<file path="config.mk">
export PLATFORM = sky130hd
export DESIGN_NAME = dmem_ctrl_flat
export DESIGN_NICKNAME = d
export VERILOG_FILES = /design/src/rtl/dmem_pkg.sv /design/src/rtl/dmem_ctrl_if.sv /design/src/rtl/dmem_bytelane.sv /design/src/rtl/dmem_ctrl.sv /design/src/flat_wrapper.sv
export SDC_FILE = /design/constraint.sdc
export NUM_CORES = 1
export LEC_CHECK = 0
export ABC_CLOCK_PERIOD_IN_PS = 8400
export BUFFER_PORTS_ARGS = -buffer_cell sky130_fd_sc_hd__buf_2
export CAP_MARGIN = 30
export CORE_ASPECT_RATIO = 0.9
export CORE_MARGIN = 5
export CORE_UTILIZATION = 60
export CTS_CLUSTER_SIZE = 40
export DETAILED_ROUTE_END_ITERATION = 10
export PLACE_DENSITY = 0.77
export SETUP_SLACK_MARGIN = 0.1
export SYNTH_ARGS = -nofsm -noshare
export SYNTH_HDL_FRONTEND = slang
export SYNTH_SLANG_ARGS = --single-unit
</file>
<file path="constraint.sdc">
create_clock -name C -period 8.4 [get_ports C]
set_input_delay 0.42 -clock C [delete_from_list [all_inputs] [get_ports C]]
set_output_delay 0.42 -clock C [all_outputs]
set_load 0.01 [all_outputs]
</file>
<file path="src/rtl/dmem_pkg.sv">
// Shared types for the data-memory controller: access sizes, FSM states and
// the wait-state counter width helper.
package dmem_pkg;

   typedef enum logic [1:0] {
      SZ_BYTE = 2'b00,
      SZ_HALF = 2'b01,
      SZ_WORD = 2'b10,
      SZ_RSVD = 2'b11
   } size_e;

   typedef enum logic [1:0] {
      ST_IDLE = 2'b00,
      ST_WAIT = 2'b01,
      ST_RESP = 2'b10
   } state_e;

   // Counter runs 0..wait_cyc-1, so it never needs more than clog2(wait_cyc) bits.
   function automatic int unsigned cnt_width(input int unsigned wait_cyc);
      return (wait_cyc < 2) ? 1 : $clog2(wait_cyc);
   endfunction

endpackage

</file>
<file path="src/rtl/dmem_ctrl_if.sv">
// Request/response bus of the data-memory controller.
// PInj exists only when DMEM_PARITY_EN is defined.
interface dmem_ctrl_if;
   logic [31:0] Addr;
   logic        Read;
   logic        Write;
   logic [1:0]  Size;
   logic [31:0] WData;
   logic [31:0] RData;
   logic        Ack;
   logic        Busy;
   logic        Err;
`ifdef DMEM_PARITY_EN
   logic        PInj;

   modport master (output Addr, Read, Write, Size, WData, PInj,
                   input  RData, Ack, Busy, Err);
   modport slave  (input  Addr, Read, Write, Size, WData, PInj,
                   output RData, Ack, Busy, Err);
`else
   modport master (output Addr, Read, Write, Size, WData,
                   input  RData, Ack, Busy, Err);
   modport slave  (input  Addr, Read, Write, Size, WData,
                   output RData, Ack, Busy, Err);
`endif
endinterface

</file>
<file path="src/rtl/dmem_bytelane.sv">
// Combinational lane steering: byte-enable mask, write-data replication and
// read-data right-alignment with zero extension.
module dmem_bytelane
   import dmem_pkg::*;
(
   input  logic [1:0]  addr_lo_i,
   input  size_e       size_i,
   input  logic [31:0] wdata_i,
   input  logic [31:0] rword_i,
   output logic [3:0]  mask_o,
   output logic [31:0] wrep_o,
   output logic [31:0] rdata_o
);
   always_comb begin
      mask_o  = '0;
      wrep_o  = '0;
      rdata_o = '0;
      case (size_i)
         SZ_BYTE: begin
            mask_o  = 4'b0001 << addr_lo_i;
            wrep_o  = {4{wdata_i[7:0]}};
            rdata_o = {24'h0, rword_i[{addr_lo_i, 3'b000} +: 8]};
         end
         SZ_HALF: begin
            mask_o  = addr_lo_i[1] ? 4'b1100 : 4'b0011;
            wrep_o  = {2{wdata_i[15:0]}};
            rdata_o = {16'h0, rword_i[{addr_lo_i[1], 4'b0000} +: 16]};
         end
         SZ_WORD: begin
            mask_o  = 4'b1111;
            wrep_o  = wdata_i;
            rdata_o = rword_i;
         end
         default: ;
      endcase
   end
endmodule

</file>
<file path="src/rtl/dmem_ctrl.sv">
// Single-port data memory with wait states, fault detection and one-cycle Ack.
// Optional per-byte even parity with error injection under DMEM_PARITY_EN.
module dmem_ctrl
   import dmem_pkg::*;
#(
   parameter int unsigned DEPTH     = 32,
   parameter logic [31:0] BASE_ADDR = 32'h0000_0000,
   parameter int unsigned WAIT_CYC  = 1
) (
   input logic        C,
   input logic        R,
   dmem_ctrl_if.slave bus
);
   localparam int unsigned   AW       = $clog2(DEPTH);
   localparam int unsigned   CW       = cnt_width(WAIT_CYC);
   localparam logic [CW-1:0] CNT_LAST = CW'((WAIT_CYC > 0) ? WAIT_CYC - 1 : 0);

   state_e        state_q;
   logic [CW-1:0] cnt_q;
   logic [AW+1:0] addr_q;
   size_e         size_q;
   logic [31:0]   wdata_q;
   logic          rd_q, wr_q, fault_q;
   logic          ack_q, busy_q, err_q;
   logic [31:0]   rdata_q;
   logic [31:0]   mem_q [DEPTH];

   logic          req_fault;
   logic [AW+1:0] cur_addr;
   size_e         cur_size;
   logic [31:0]   cur_wdata;
   logic          cur_rd, cur_fault;
   logic [AW-1:0] cur_idx;
   logic [31:0]   rword, lane_wdata, lane_rdata, resp_rdata;
   logic [3:0]    lane_mask;
   logic          par_err, resp_err;

   always_comb begin
      req_fault = (bus.Addr[31:AW+2] != BASE_ADDR[31:AW+2]);
      case (size_e'(bus.Size))
         SZ_HALF: req_fault = req_fault | bus.Addr[0];
         SZ_WORD: req_fault = req_fault | (|bus.Addr[1:0]);
         SZ_RSVD: req_fault = 1'b1;
         default: ;
      endcase
      if (bus.Read && bus.Write) req_fault = 1'b1;
   end

   // In IDLE the live request feeds the datapath so WAIT_CYC=0 can respond
   // straight from accept; otherwise the latched request is used.
   always_comb begin
      if (state_q == ST_IDLE) begin
         cur_addr  = bus.Addr[AW+1:0];
         cur_size  = size_e'(bus.Size);
         cur_wdata = bus.WData;
         cur_rd    = bus.Read;
         cur_fault = req_fault;
      end else begin
         cur_addr  = addr_q;
         cur_size  = size_q;
         cur_wdata = wdata_q;
         cur_rd    = rd_q;
         cur_fault = fault_q;
      end
   end

   assign cur_idx = cur_addr[AW+1:2];
   assign rword   = mem_q[cur_idx];

   dmem_bytelane u_lane (
      .addr_lo_i (cur_addr[1:0]),
      .size_i    (cur_size),
      .wdata_i   (cur_wdata),
      .rword_i   (rword),
      .mask_o    (lane_mask),
      .wrep_o    (lane_wdata),
      .rdata_o   (lane_rdata)
   );

`ifdef DMEM_PARITY_EN
   logic [3:0] par_q [DEPTH];
   logic       pinj_q;

   always_comb begin
      par_err = 1'b0;
      for (int unsigned i = 0; i < 4; i++)
         if (lane_mask[i] && (par_q[cur_idx][i] != ^rword[8*i +: 8])) par_err = 1'b1;
   end
`else
   assign par_err = 1'b0;
`endif

   assign resp_rdata = (cur_fault || !cur_rd) ? '0 : lane_rdata;
   assign resp_err   = cur_fault || (cur_rd && par_err);

   always_ff @(posedge C) begin
      if (R) begin
         state_q <= ST_IDLE;
         cnt_q   <= '0;
         ack_q   <= 1'b0;
         busy_q  <= 1'b0;
         err_q   <= 1'b0;
         rdata_q <= '0;
         addr_q  <= '0;
         size_q  <= SZ_BYTE;
         wdata_q <= '0;
         rd_q    <= 1'b0;
         wr_q    <= 1'b0;
         fault_q <= 1'b0;
`ifdef DMEM_PARITY_EN
         pinj_q  <= 1'b0;
`endif
      end else begin
         case (state_q)
            ST_IDLE: if (bus.Read || bus.Write) begin
               addr_q  <= bus.Addr[AW+1:0];
               size_q  <= size_e'(bus.Size);
               wdata_q <= bus.WData;
               rd_q    <= bus.Read;
               wr_q    <= bus.Write;
               fault_q <= req_fault;
               busy_q  <= 1'b1;
               cnt_q   <= '0;
`ifdef DMEM_PARITY_EN
               pinj_q  <= bus.PInj;
`endif
               if (WAIT_CYC == 0) begin
                  state_q <= ST_RESP;
                  ack_q   <= 1'b1;
                  err_q   <= resp_err;
                  rdata_q <= resp_rdata;
               end else begin
                  state_q <= ST_WAIT;
               end
            end
            ST_WAIT: if (cnt_q == CNT_LAST) begin
               state_q <= ST_RESP;
               ack_q   <= 1'b1;
               err_q   <= resp_err;
               rdata_q <= resp_rdata;
            end else begin
               cnt_q <= cnt_q + CW'(1);
            end
            ST_RESP: begin
               state_q <= ST_IDLE;
               ack_q   <= 1'b0;
               busy_q  <= 1'b0;
               err_q   <= 1'b0;
               rdata_q <= '0;
               cnt_q   <= '0;
            end
            default: state_q <= ST_IDLE;
         endcase
      end
   end

   // Storage is never reset; a reset in RESP suppresses the commit.
   always_ff @(posedge C) begin
      if (!R && state_q == ST_RESP && wr_q && !fault_q) begin
         for (int unsigned i = 0; i < 4; i++) begin
            if (lane_mask[i]) begin
               mem_q[cur_idx][8*i +: 8] <= lane_wdata[8*i +: 8];
`ifdef DMEM_PARITY_EN
               par_q[cur_idx][i] <= (^lane_wdata[8*i +: 8]) ^ pinj_q;
`endif
            end
         end
      end
   end

   assign bus.RData = rdata_q;
   assign bus.Ack   = ack_q;
   assign bus.Busy  = busy_q;
   assign bus.Err   = err_q;

endmodule

</file>
<file path="src/flat_wrapper.sv">
// flat-port wrapper written by rule: the top's interface ports become plain ports
module dmem_ctrl_flat import dmem_pkg::*;
#(
   parameter int unsigned DEPTH     = 32,
   parameter logic [31:0] BASE_ADDR = 32'h0000_0000,
   parameter int unsigned WAIT_CYC  = 1
)
  (C, R, bus_Addr, bus_Read, bus_Write, bus_Size, bus_WData, bus_RData, bus_Ack, bus_Busy, bus_Err);
  dmem_ctrl_if bus_i ();
  input logic C;
  input logic R;
  input wire logic [$bits(bus_i.Addr)-1:0] bus_Addr;
  input wire logic [$bits(bus_i.Read)-1:0] bus_Read;
  input wire logic [$bits(bus_i.Write)-1:0] bus_Write;
  input wire logic [$bits(bus_i.Size)-1:0] bus_Size;
  input wire logic [$bits(bus_i.WData)-1:0] bus_WData;
  output wire logic [$bits(bus_i.RData)-1:0] bus_RData;
  output wire logic [$bits(bus_i.Ack)-1:0] bus_Ack;
  output wire logic [$bits(bus_i.Busy)-1:0] bus_Busy;
  output wire logic [$bits(bus_i.Err)-1:0] bus_Err;
  assign bus_i.Addr = bus_Addr;
  assign bus_i.Read = bus_Read;
  assign bus_i.Write = bus_Write;
  assign bus_i.Size = bus_Size;
  assign bus_i.WData = bus_WData;
  assign bus_RData = bus_i.RData;
  assign bus_Ack = bus_i.Ack;
  assign bus_Busy = bus_i.Busy;
  assign bus_Err = bus_i.Err;
  dmem_ctrl #(.DEPTH(DEPTH), .BASE_ADDR(BASE_ADDR), .WAIT_CYC(WAIT_CYC)) u_core (.C(C), .R(R), .bus(bus_i));
endmodule
</file>
==> summary.md <==
| Metric | Value |
|---|---|
| VDD IR-drop max | roughly 210 uV |
| Crit-path max FO | 72 |
| PortBufs | 104 |
| FFs w/ async S/R, synth | 0% |
| H-tree levels | 3 |
| Synthesis Warnings | 0 |
| Mean Syn Cell Area | 14.4 um^2 |
| Max_slew headroom | 27.1% |
| Max-Cap Viols | 0 |
| Starting DRT DRC Count | 5,419 |
| Latest clock arrival within the worst-skew pair | 670 ps |
| Post-Route Skew | 20.9 ps |
| Final Max Tran Viols | 0 |
| First-pass GRT wire length | approximately 190,000 um |
| Worst R2R Setup Slack | 3480 ps |
| Initial antenna violation count | 3 |
| Leakage | 17.0 nW |
| EDFF count, synth | 1,024 |
| DIE AREA | around 80,000 um^2 |
| Rows | 94 |
| Share of cells above drive strength 1 | 14.6% |
| Crit start category | flop |
| DR WL/cell | 30.7 um |
| Final Cycle Share | 58.5% |
| Clk slew on worst S/H paths | 60 ps |
| Synth Net Count | ~3,200 |
| Minimum clock period | 4920 ps |
| Clock Sinks | 1,105 |
| Commonest cells after routing, fill and taps aside | edfxtp_1, nand2_1, mux2i_1 |
| Hold Crit Class | in2reg |
| Setup_tns | 0 ps |
| Most common cell after layout, fill and taps aside | edfxtp_1 |
| Status | finished, final reports clean |
| Hold_ws | 21.9 ps |
| Synth cell types | 58 |
| CTS tree | done |
| Critical path class | reg2reg |
| Die width | 297 um |
| Hpwl dp | roughly 79,000 um |
| Number of CTS-inserted buffers | 101 |
| #FFs+latches synth | 1,105 |
| Placer Congestion | approximately 0.96 |
| Ys flop type | edfxtp_1 |
| WL final | around 130,000 um |
| Largest net degree at the start of global routing | 194 |
| Cell area power density | 256 nW/um^2 |
| Worst-Margin Slew | 1090 ps |
| Mapped Area | 44,400 um^2 |
| Postcts setup bufs | 0 |
| RSZ-0062 raised after global routing | no |
| WP data arrival | ~5200 ps |
| Post-Syn Instances | around 3,100 |
| Layout area overhead | 12.8% |
| Fin nets | between 3,000 and 4,000 |
| CP Capture Type | flop |
| Post-route antenna net violation count | 0 |
| Core Footprint | 73,300 um^2 |
| Dpl ws | 3190 ps |
| CTS root buf | clkbuf_16 |
| Register area share after synthesis | between 70 and 80% |
| Final Setup Violations | 0 |
| GRT overflow | 0 |
| N_diodes | 0 |
| Routed vias | 29,456 |
| Fmax achieved | 203 MHz |
| Final WS setup | 3480 ps |
| Global Route Usage Sum | 31.9% |
| Drt via density | between 6 and 7 |
| Initial Utilization | 60.6% |
| Die H | roughly 270 um |
| Max clock buf depth | 3 |
| Fin. Hold Viols | 0 |
| Residual DRC | 0 |
| Vias in the first global route | 27,842 |
| Required @ worst endpoint | 8670 ps |
| Pre-Repair DR Iteration Count | 6 |
| Top Ports | 105 |
## report_power, final
group / leakage (nW) / internal (mW) / switching, mW
Combinational: 5.43 / 0.461 / 1.43
Sequential: 9.98 / 6.28 / 0.0191
Clock: 1.63 / 2.64 / 1.99
## flip-flops by register name (all words and copies together), names as in the netlist
signal and flops:
u_core.addr_q 7, u_core.bus.Ack 1, u_core.bus.Busy 1, u_core.bus.Err 1, u_core.bus.RData 32, u_core.fault_q 1
u_core.mem_q 1024, u_core.rd_q 1, u_core.size_q 2, u_core.state_q 2, u_core.wdata_q 32, u_core.wr_q 1
## stage by stage
step,power (mW),area [um^2],utilization [%],std cells
3_5_place_dp,8.20,46100,62.9,3998
2_1_floorplan,7.39,44400,-,3078
6_report,12.8,50100,68.4,4275
5_1_grt,13.1,50100,68.4,4275
4_1_cts,12.7,49700,67.8,4211
3_3_place_gp,8.14,45900,62.7,3988
## layer usage
| layer | part of all wire, % | global-route usage, % |
|---|---|---|
| met2 | 44 | 48.4 |
| met5 | 0.0099 | 0 |
| met3 | 16 | 10.8 |
| met4 | 4.7 | 11.7 |
| met1 | 35 | 44.0 |
## critical path, cell delays in order, from the launching register on
cell     delay, ps
dfxtp_1        320
inv_1          140
ha_4           200
buf_16         320
mux2_2         650
and2_1         530
nor4_1         700
buf_1          260
o21ai_2         80
buf_4          280
nor3_1         940
## synth_stat cells, types with 5 or more instances
library cell | n | area share, %
o21ai_1 | 7 | 0.079
a21boi_0 | 8 | 0.14
nor4_1 | 8 | 0.11
nor3_1 | 137 | 1.5
nor2b_1 | 21 | 0.30
a32oi_1 | 231 | 4.6
dfxtp_1 | 81 | 3.7
a22oi_1 | 15 | 0.25
mux2i_1 | 275 | 6.2
a21oi_1 | 85 | 0.96
mux2_2 | 17 | 0.43
edfxtp_1 | 1024 | 69
o22ai_1 | 24 | 0.34
nand4bb_1 | 6 | 0.15
ha_1 | 6 | 0.17
nand4_1 | 64 | 0.90
a21oi_2 | 8 | 0.16
inv_1 | 7 | 0.059
nand3_1 | 27 | 0.30
buf_1 | 10 | 0.085
buf_6 | 17 | 0.43
and2_1 | 9 | 0.13
buf_4 | 37 | 0.63
a22o_1 | 5 | 0.099
buf_2 | 71 | 0.80
nor2_1 | 77 | 0.65
clkbuf_1 | 82 | 0.69
o21ai_0 | 16 | 0.18
or2_2 | 9 | 0.13
nand2_1 | 641 | 5.4
## cell families (layout without fill, tap and decap cells)
| logic type | count (synthesis) | count (layout) | synth area share, % |
|---|---|---|---|
| compound gates | 422 | 422 | 7.23 |
| fa+ha+maj | 6 | 6 | 0.169 |
| buf+inv | 225 | 462 | 2.71 |
| flops | 1105 | 1105 | 72.9 |
| mux | 299 | 299 | 6.92 |
| simple gates | 1021 | 1021 | 10.1 |
## path summary, 6_finish.rpt
path                       from                  end  depth (start not counted)
min               bus_WData[19]   u_core.wdata_q[19]                          3
max reg2reg   u_core.state_q[0]  u_core.mem_q[9][17]                         10
max           u_core.state_q[0]  u_core.mem_q[9][17]                         10
min reg2reg  u_core.wdata_q[10]   u_core.wdata_q[10]                          2
## cell type report
| class | instances | area (um^2) |
|---|---|---|
| clock buffers | 123 | 2670 |
| clock inverters | 67 | 654 |
| fillers | 4788 | 23200 |
| flip-flops and latches | 1105 | 32400 |
| multi-input cells | 1748 | 11300 |
| inverters | 7 | 26.3 |
| well taps | 960 | 1200 |
| repair buffers | 265 | 1890 |
## repair_timing
item | 4_1_cts | 5_1_grt
resized for setup | 0 | 0
endpoints found under the hold margin | 23 | 0
hold buffers | 23 | 0
Power figures use the tool's default switching activity.
